`config.mk`:
```
export PLATFORM = sky130hd
export DESIGN_NAME = branch_target_unit_flat
export DESIGN_NICKNAME = d
export VERILOG_FILES = /design/src/rtl/branch_target_unit_if.sv /design/src/rtl/branch_target_unit.sv /design/src/flat_wrapper.sv
export SDC_FILE = /design/constraint.sdc
export NUM_CORES = 1
export LEC_CHECK = 0
export ABC_AREA = 0
export CAP_MARGIN = 15
export CORE_UTILIZATION = 35
export DETAILED_ROUTE_END_ITERATION = 10
export PLACE_DENSITY = 0.65
export SLEW_MARGIN = 10
export SYNTH_ARGS = -nofsm -noshare
export SYNTH_HDL_FRONTEND = slang
export SYNTH_SLANG_ARGS = --single-unit
export TNS_END_PERCENT = 1
```
`constraint.sdc`:
```
create_clock -name clk -period 5.5 [get_ports clk]
set_input_delay 0.55 -clock clk [delete_from_list [all_inputs] [get_ports clk]]
set_output_delay 0.55 -clock clk [all_outputs]
set_load 0.01 [all_outputs]
```
`src/rtl/branch_target_unit_if.sv`:
```
// Branch descriptor / branch result bus between decode, the target unit
// and fetch.
//
// Valid/ready handshake, for both the descriptor (in_*) and result (out_*)
// channels: a transfer happens on a rising clk edge where valid and ready
// are both 1. A producer that raises valid keeps valid high and its data
// stable until that transfer. Ready may depend combinationally on the
// consumer's state, but valid never depends on ready.
interface branch_target_unit_if #(
  parameter int OFFSET_W = 24,
  parameter int ADDR_W   = 32
);
  // Descriptor channel (decode -> unit)
  logic                in_valid;
  logic                in_ready;
  logic [ADDR_W-1:0]   in_pc;
  logic [OFFSET_W-1:0] in_offset;
  logic [ADDR_W-1:0]   in_base;
  logic [1:0]          in_mode;

  // Result channel (unit -> fetch)
  logic                out_valid;
  logic                out_ready;
  logic [ADDR_W-1:0]   out_target;
  logic [ADDR_W-1:0]   out_link;
  logic                out_link_en;
  logic                out_wrap;
  logic                out_misalign;

  // Environment side: sends descriptors, consumes results
  modport master (
    output in_valid, in_pc, in_offset, in_base, in_mode, out_ready,
    input  in_ready, out_valid, out_target, out_link, out_link_en,
           out_wrap, out_misalign
  );

  // Target unit side
  modport slave (
    input  in_valid, in_pc, in_offset, in_base, in_mode, out_ready,
    output in_ready, out_valid, out_target, out_link, out_link_en,
           out_wrap, out_misalign
  );
endinterface

```
`src/rtl/branch_target_unit.sv`:
```
// Two-stage pipelined branch-target calculator.
// S1 registers the biased PC, the scaled/sign-extended offset, the base
// register, the mode and the link address. S2 registers the final target,
// link and flags. Both stages stall under back-pressure and are cleared by
// flush. All address arithmetic is modulo 2^ADDR_W.
module branch_target_unit #(
  parameter int OFFSET_W = 24,
  parameter int ADDR_W   = 32,
  parameter int SHIFT    = 2,
  parameter int PC_BIAS  = 8,
  parameter int LINK_OFS = 4
) (
  input  logic                 clk,
  input  logic                 reset,
  input  logic                 flush,
  branch_target_unit_if.slave  bus
);

  localparam logic [ADDR_W-1:0] BIAS     = ADDR_W'(PC_BIAS);
  localparam logic [ADDR_W-1:0] LINK_ADD = ADDR_W'(LINK_OFS);
  // Low SHIFT bits of an address; zero mask when SHIFT is 0.
  localparam logic [ADDR_W-1:0] LOW_MASK = (ADDR_W'(1) << SHIFT) - ADDR_W'(1);

  // ---------------------------------------------------------------------
  // Handshake / stage-advance control
  // ---------------------------------------------------------------------
  logic s1_valid;
  logic s2_valid;
  logic s1_adv;
  logic s2_adv;
  logic in_ready_int;
  logic in_fire;
  logic s2_load;

  // S2 can take new data when empty or when its result leaves this edge;
  // S1 can take new data when empty or when it moves into S2.
  assign s2_adv       = !s2_valid || bus.out_ready;
  assign s1_adv       = !s1_valid || s2_adv;
  assign in_ready_int = s1_adv && !flush;
  assign in_fire      = bus.in_valid && in_ready_int;
  assign s2_load      = s2_adv && s1_valid && !flush;

  assign bus.in_ready = in_ready_int;

  // ---------------------------------------------------------------------
  // S1 input preparation
  // ---------------------------------------------------------------------
  logic signed [OFFSET_W-1:0] off_s;
  logic [ADDR_W-1:0]          in_ext;
  logic [ADDR_W-1:0]          in_pc_b;
  logic [ADDR_W-1:0]          in_link;

  // Sign-extend the offset to address width, then scale words to bytes;
  // bits pushed above ADDR_W are dropped.
  assign off_s   = bus.in_offset;
  assign in_ext  = ADDR_W'(off_s) << SHIFT;
  assign in_pc_b = bus.in_pc + BIAS;
  assign in_link = bus.in_pc + LINK_ADD;

  // ---------------------------------------------------------------------
  // S1 registers
  // ---------------------------------------------------------------------
  logic [ADDR_W-1:0] s1_pc_b;
  logic [ADDR_W-1:0] s1_ext;
  logic [ADDR_W-1:0] s1_base;
  logic [ADDR_W-1:0] s1_link;
  logic [1:0]        s1_mode;

  // S1 occupancy: flush empties it, otherwise refill whenever it advances.
  always_ff @(posedge clk or posedge reset) begin
    if (reset) begin
      s1_valid <= 1'b0;
    end else if (flush) begin
      s1_valid <= 1'b0;
    end else if (s1_adv) begin
      s1_valid <= bus.in_valid;
    end
  end

  // S1 data captures a descriptor only on an accepted transfer.
  always_ff @(posedge clk or posedge reset) begin
    if (reset) begin
      s1_pc_b <= '0;
      s1_ext  <= '0;
      s1_base <= '0;
      s1_link <= '0;
      s1_mode <= 2'b00;
    end else if (in_fire) begin
      s1_pc_b <= in_pc_b;
      s1_ext  <= in_ext;
      s1_base <= bus.in_base;
      s1_link <= in_link;
      s1_mode <= bus.in_mode;
    end
  end

  // ---------------------------------------------------------------------
  // S2 result computation
  // ---------------------------------------------------------------------
  logic [ADDR_W-1:0] rel_target;
  logic              rel_wrap;
  logic [ADDR_W-1:0] abs_target;
  logic              abs_misalign;
  logic [ADDR_W-1:0] nxt_target;
  logic              nxt_wrap;
  logic              nxt_misalign;

  // Relative target with boundary-crossing detection, absolute target with
  // alignment forcing, then select by mode bit 1.
  always_comb begin
    rel_target   = s1_pc_b + s1_ext;
    rel_wrap     = 1'b0;
    abs_target   = s1_base & ~LOW_MASK;
    abs_misalign = |(s1_base & LOW_MASK);
    nxt_target   = rel_target;
    nxt_wrap     = 1'b0;
    nxt_misalign = 1'b0;

    // A non-negative displacement must not land below the biased PC, a
    // negative one must not land above it; otherwise the sum wrapped.
    if (s1_ext[ADDR_W-1]) begin
      rel_wrap = (rel_target > s1_pc_b);
    end else begin
      rel_wrap = (rel_target < s1_pc_b);
    end

    if (s1_mode[1]) begin
      nxt_target   = abs_target;
      nxt_misalign = abs_misalign;
    end else begin
      nxt_wrap     = rel_wrap;
    end
  end

  // ---------------------------------------------------------------------
  // S2 registers (these are the unit's output registers)
  // ---------------------------------------------------------------------
  logic [ADDR_W-1:0] s2_target;
  logic [ADDR_W-1:0] s2_link;
  logic              s2_link_en;
  logic              s2_wrap;
  logic              s2_misalign;

  // S2 occupancy: flush empties it, otherwise follow S1 when advancing.
  always_ff @(posedge clk or posedge reset) begin
    if (reset) begin
      s2_valid <= 1'b0;
    end else if (flush) begin
      s2_valid <= 1'b0;
    end else if (s2_adv) begin
      s2_valid <= s1_valid;
    end
  end

  // S2 data loads only when a live S1 entry moves in, so the last result
  // stays visible after it is consumed or flushed.
  always_ff @(posedge clk or posedge reset) begin
    if (reset) begin
      s2_target   <= '0;
      s2_link     <= '0;
      s2_link_en  <= 1'b0;
      s2_wrap     <= 1'b0;
      s2_misalign <= 1'b0;
    end else if (s2_load) begin
      s2_target   <= nxt_target;
      s2_link     <= s1_link;
      s2_link_en  <= s1_mode[0];
      s2_wrap     <= nxt_wrap;
      s2_misalign <= nxt_misalign;
    end
  end

  assign bus.out_valid    = s2_valid;
  assign bus.out_target   = s2_target;
  assign bus.out_link     = s2_link;
  assign bus.out_link_en  = s2_link_en;
  assign bus.out_wrap     = s2_wrap;
  assign bus.out_misalign = s2_misalign;

endmodule

```
`src/flat_wrapper.sv`:
```
// flat-port wrapper written by rule: the top's interface ports become plain ports
module branch_target_unit_flat 
#(
  parameter int OFFSET_W = 24,
  parameter int ADDR_W   = 32,
  parameter int SHIFT    = 2,
  parameter int PC_BIAS  = 8,
  parameter int LINK_OFS = 4
)
  (clk, reset, flush, bus_in_valid, bus_in_pc, bus_in_offset, bus_in_base, bus_in_mode, bus_out_ready, bus_in_ready, bus_out_valid, bus_out_target, bus_out_link, bus_out_link_en, bus_out_wrap, bus_out_misalign);
  branch_target_unit_if #(.OFFSET_W(OFFSET_W), .ADDR_W(ADDR_W)) bus_i ();
  input  logic clk;
  input  logic reset;
  input  logic flush;
  input wire logic [$bits(bus_i.in_valid)-1:0] bus_in_valid;
  input wire logic [$bits(bus_i.in_pc)-1:0] bus_in_pc;
  input wire logic [$bits(bus_i.in_offset)-1:0] bus_in_offset;
  input wire logic [$bits(bus_i.in_base)-1:0] bus_in_base;
  input wire logic [$bits(bus_i.in_mode)-1:0] bus_in_mode;
  input wire logic [$bits(bus_i.out_ready)-1:0] bus_out_ready;
  output wire logic [$bits(bus_i.in_ready)-1:0] bus_in_ready;
  output wire logic [$bits(bus_i.out_valid)-1:0] bus_out_valid;
  output wire logic [$bits(bus_i.out_target)-1:0] bus_out_target;
  output wire logic [$bits(bus_i.out_link)-1:0] bus_out_link;
  output wire logic [$bits(bus_i.out_link_en)-1:0] bus_out_link_en;
  output wire logic [$bits(bus_i.out_wrap)-1:0] bus_out_wrap;
  output wire logic [$bits(bus_i.out_misalign)-1:0] bus_out_misalign;
  assign bus_i.in_valid = bus_in_valid;
  assign bus_i.in_pc = bus_in_pc;
  assign bus_i.in_offset = bus_in_offset;
  assign bus_i.in_base = bus_in_base;
  assign bus_i.in_mode = bus_in_mode;
  assign bus_i.out_ready = bus_out_ready;
  assign bus_in_ready = bus_i.in_ready;
  assign bus_out_valid = bus_i.out_valid;
  assign bus_out_target = bus_i.out_target;
  assign bus_out_link = bus_i.out_link;
  assign bus_out_link_en = bus_i.out_link_en;
  assign bus_out_wrap = bus_i.out_wrap;
  assign bus_out_misalign = bus_i.out_misalign;
  branch_target_unit #(.OFFSET_W(OFFSET_W), .ADDR_W(ADDR_W), .SHIFT(SHIFT), .PC_BIAS(PC_BIAS), .LINK_OFS(LINK_OFS)) u_core (.clk(clk), .reset(reset), .flush(flush), .bus(bus_i));
endmodule
```
==> impl_metrics.yaml <==
clock_network:
  clkSinkCount: 189
  cts_hold_buf: 0
  clkLatencyLatePin_ns: 0.45
  root_buffer: "clkbuf_16"
  ctsResizeCount: 0
  clkSlewWorstSetupHoldPaths_ns: 0.08
  postCtsSetupBuffers: 0
  cts_htree_levels: 4
  cts_tree: "done"
  clk_path_buf_depth: 2
  numCtsBuffers: 17
pwr:
  powerDensity_nw_per_um2: 379
  max-vdd-ir-drop_uv: 232
  power_leakage_uw: 0.00576
sta:
  tns_ns: 0
  slew_headroom_pct: 35.2
  hold_viol_final: 0
  finalCritPeriodShare_pct: 74.9
  max_slew.worst_pin.slew_ns: 0.970
  rsz0062_at_grt: "no"
  max_freq_mhz: 243
  timing.final.max_slew_violations: 0
  setup_viol: 0
  fin_crit_ns: 4.12
  finClkSkew_ns: 0.0185
  timing.final.ws_setup_ns: 1.38
grt:
  gr-usage-met1_pct: 26.9
  grtUsageMet2_pct: 30.2
  grt_pass1_wl_um: 44300
  grt_start_max_net_pins: 148
  grt_remaining_overflow: 0
  grt_pass1_vias: 7938
  antenna_found_initial: 1
  grt_busiest_layer: "met2"
  grt.total_usage_pct: 19.0
  gr-usage-met3_pct: 3.05
detailed_routing:
  vias: 8049
  finalWirelength_um: 28200
  first_pass_iters: 5
  wl_per_cell_um: 17.3
  drc_errors: 0
  via_per_inst: 4.95
  drt-initial-drc-count: 462
  postRouteAntennaNets: 0
place:
  place_ws_ns: 1.44
  io_buffer_count: 163
  gp_congestion: 0.872
  dp_hpwl_um: 20900
layout:
  fill_cells: 2833
  nets: 1387
  antennaDiodeCount: 0
  area_growth_pct: 24.9
  drive_gt1_share_pct: 9.49
  post-route-util_pct: 44.8
worst_setup_path:
  worstPathRequired_ns: 5.84
  path_max_fanout: 4
  end_kind: "flip-flop"
  cp-start-kind: "flip-flop"
  critPathKind: "flip-flop to flip-flop"
  critPathMaxStageDelay_ns: 0.46
  worst_path_max_delay_cell: "nor4_1"
  crit_arrival_ns: 4.46
  path_cells: "ha_1, inv_1, fa_1, nor2b_4, o31a_1, o21ai_2, a31oi_4, a31oi_4, o31ai_4, a31oi_1, xnor2_1, ha_1, nand4_1, nor4_1, o21ai_0, a21oi_1, a31oi_1, o21ai_0"
logic_synthesis:
  synth_compound_area_share_pct: 11.7
  syn_avg_cell_area_um2: 9.49
  netlist_area_um2: 10300
  synth_cells: 1090
  synth_top_flop_cell: "dfrtp_1"
  yosysWarnings: 0
  synth_top_family_by_area: "simple AND/OR/NAND/NOR gates"
  syn_nets: 1247
  synth-async-reset-ratio_pct: 100
  synth_edf_count: 0
  synthMuxAreaShare_pct: 7.91
  ys_types: 60
  synth_adder_area_share_pct: 7.58
  synth-xor-area-share_pct: 7.12
  ys_seq_elements: 189
  synth_seq_area_share_pct: 45.7
  synth-simple-area-share_pct: 16.4
die:
  io_pins: 164
  std_cell_rows: 62
  die-width_um: 174
  die_y_um: 174
  die-area_um2: 30200
  start_util_pct: 35.8
  core_um2: 28900
flow_run:
  maxCapViolCount: 0
min_path:
  hp-class: "flip-flop to flip-flop"
status:
  status: "finished clean"
==> layout make-up <==
| type | instances | area [um2] | share of cell area [%] |
|---|---|---|---|
| Clock buffer | 17 | 425 | 3.29 |
| Sequential cell | 189 | 4730 | 36.6 |
| Clock inverter | 15 | 174 | 1.35 |
| Inverter | 39 | 150 | 1.16 |
| Tap cell | 384 | 480 | 3.72 |
| Multi-Input combinational cell | 814 | 5260 | 40.7 |
| Timing Repair Buffer | 169 | 1700 | 13.2 |
==> layer usage <==
metal | share of wire, % | vias to the layer above | wire, um
met1 | 49 | 3881 | 13800
met3 | 3.6 | 20 | 1010
met4 | 1.0 | 2 | 282
li1 | - | 3997 | -
met2 | 46 | 149 | 13100
met5 | 0.046 | - | 13
==> path summary, 6_finish.rpt <==
| path | from | to | slack [ns] | cells past startpoint |
|---|---|---|---|---|
| setup / recovery | u_core.s1_pc_b[2]$_DFFE_PP0P_ | u_core.bus.out_wrap$_DFFE_PP0P_ | 1.38 | 18 |
| hold / removal | u_core.s1_mode[0]$_DFFE_PP0P_ | u_core.bus.out_link_en$_DFFE_PP0P_ | 0.47 | 2 |
| setup reg to reg | u_core.s1_pc_b[2]$_DFFE_PP0P_ | u_core.bus.out_wrap$_DFFE_PP0P_ | 1.38 | 18 |
| hold reg to reg | u_core.s1_mode[0]$_DFFE_PP0P_ | u_core.bus.out_link_en$_DFFE_PP0P_ | 0.47 | 2 |
| max in group asynchronous | reset | u_core.s1_base[16]$_DFFE_PP0P_ | 3.56 | 3 |
| min in group asynchronous | reset | u_core.bus.out_link[25]$_DFFE_PP0P_ | 0.67 | 2 |
==> metrics by stage <==
stage	std cells	total power [uW]	instance area [um2]	hold WS, ns
finish	1627	4890	12900	0.468
global route	1627	5200	12900	0.495
CTS	1627	4940	12900	0.473
detailed placement	1595	3660	12300	0.453
global placement	1595	3640	12300	0.448
floorplan	1090	2910	10300	0.433
==> cells in the final DEF, fill, tap and decap left out, types with 5 or more instances in the layout <==
cell type        netlist  layout
xor2_1                48      48
o21ai_0               75      75
nor2_1                52      52
mux2i_1               12      12
inv_1                 39      38
nand3_1               21      21
o21ai_1               18      18
and2_1                 5       5
xnor2_1               36      36
mux2_2                62      62
clkbuf_16              0      17
a21o_1                24      24
nand4_1               19      19
dfrtp_1              189     189
a21oi_1               45      45
a31oi_1               13      13
clkdlybuf4s50_1        0     163
ha_1                  61      61
nor2b_1                5       5
nor3_1                 8       8
nand2_1              254     253
and3_1                10      10
==> cell families (layout without fill, tap and decap cells) <==
| group | Yosys count | in the layout |
|---|---|---|
| AND/OR/NAND/NOR | 395 | 395 |
| AO/OA/AOI/OAI | 199 | 199 |
| flip-flops | 189 | 189 |
| buffers and inverters | 87 | 240 |
| XOR/XNOR | 84 | 84 |
| multiplexers | 74 | 74 |
| adder cells (fa/ha/maj) | 62 | 62 |
==> synthesized netlist by cell type (3+ instances only) <==
library cell | n | area [um2]
o21ai_1 | 18 | 90.1
nor2b_1 | 5 | 31.3
dfrtp_1 | 189 | 4730
a31oi_1 | 13 | 81.3
o21a_1 | 4 | 30.0
clkbuf_1 | 39 | 146
a21oi_1 | 45 | 225
nor3_1 | 8 | 40.0
o21ai_0 | 75 | 375
nand2_1 | 254 | 953
xor2_1 | 48 | 420
inv_1 | 39 | 146
xnor2_1 | 36 | 315
buf_1 | 3 | 11.3
or4_1 | 3 | 22.5
nand3_1 | 21 | 105
nand2b_1 | 3 | 18.8
and2_1 | 5 | 31.3
a21o_1 | 24 | 180
nor2_1 | 52 | 195
ha_1 | 61 | 763
nand4_1 | 19 | 119
mux2i_1 | 12 | 120
mux2_2 | 62 | 698
and3_1 | 10 | 62.6
==> state kept, by name, indices dropped and copies added, names as in the netlist <==
register and flops:
u_core.bus.out_valid 1, u_core.s1_base 32, u_core.s1_link 32, u_core.bus.out_link_en 1, u_core.s1_ext 24, u_core.s1_pc_b 30, u_core.bus.out_link 32, u_core.bus.out_target 32
u_core.bus.out_wrap 1, u_core.bus.out_misalign 1, u_core.s1_valid 1, u_core.s1_mode 2
==> worst max-delay path: cells and delay by family (launching register included) <==
kind / cells / cell delay (ns)
buffers and inverters: 1 / 0.05
AOI/OAI and AO/OA: 10 / 1.77
and+or+nand+nor: 3 / 0.74
DFF: 1 / 0.40
adders and majority gates: 3 / 0.91
xor gates and xnor gates: 1 / 0.16
==> power breakdown <==
group          internal, uW  switching, uW  leakage (uW)
sequential             1650            165       0.00230
combinational           848            965       0.00316
clock                   616            642      0.000291
total                  3120           1770       0.00576
(Power assumes the default switching activity.)
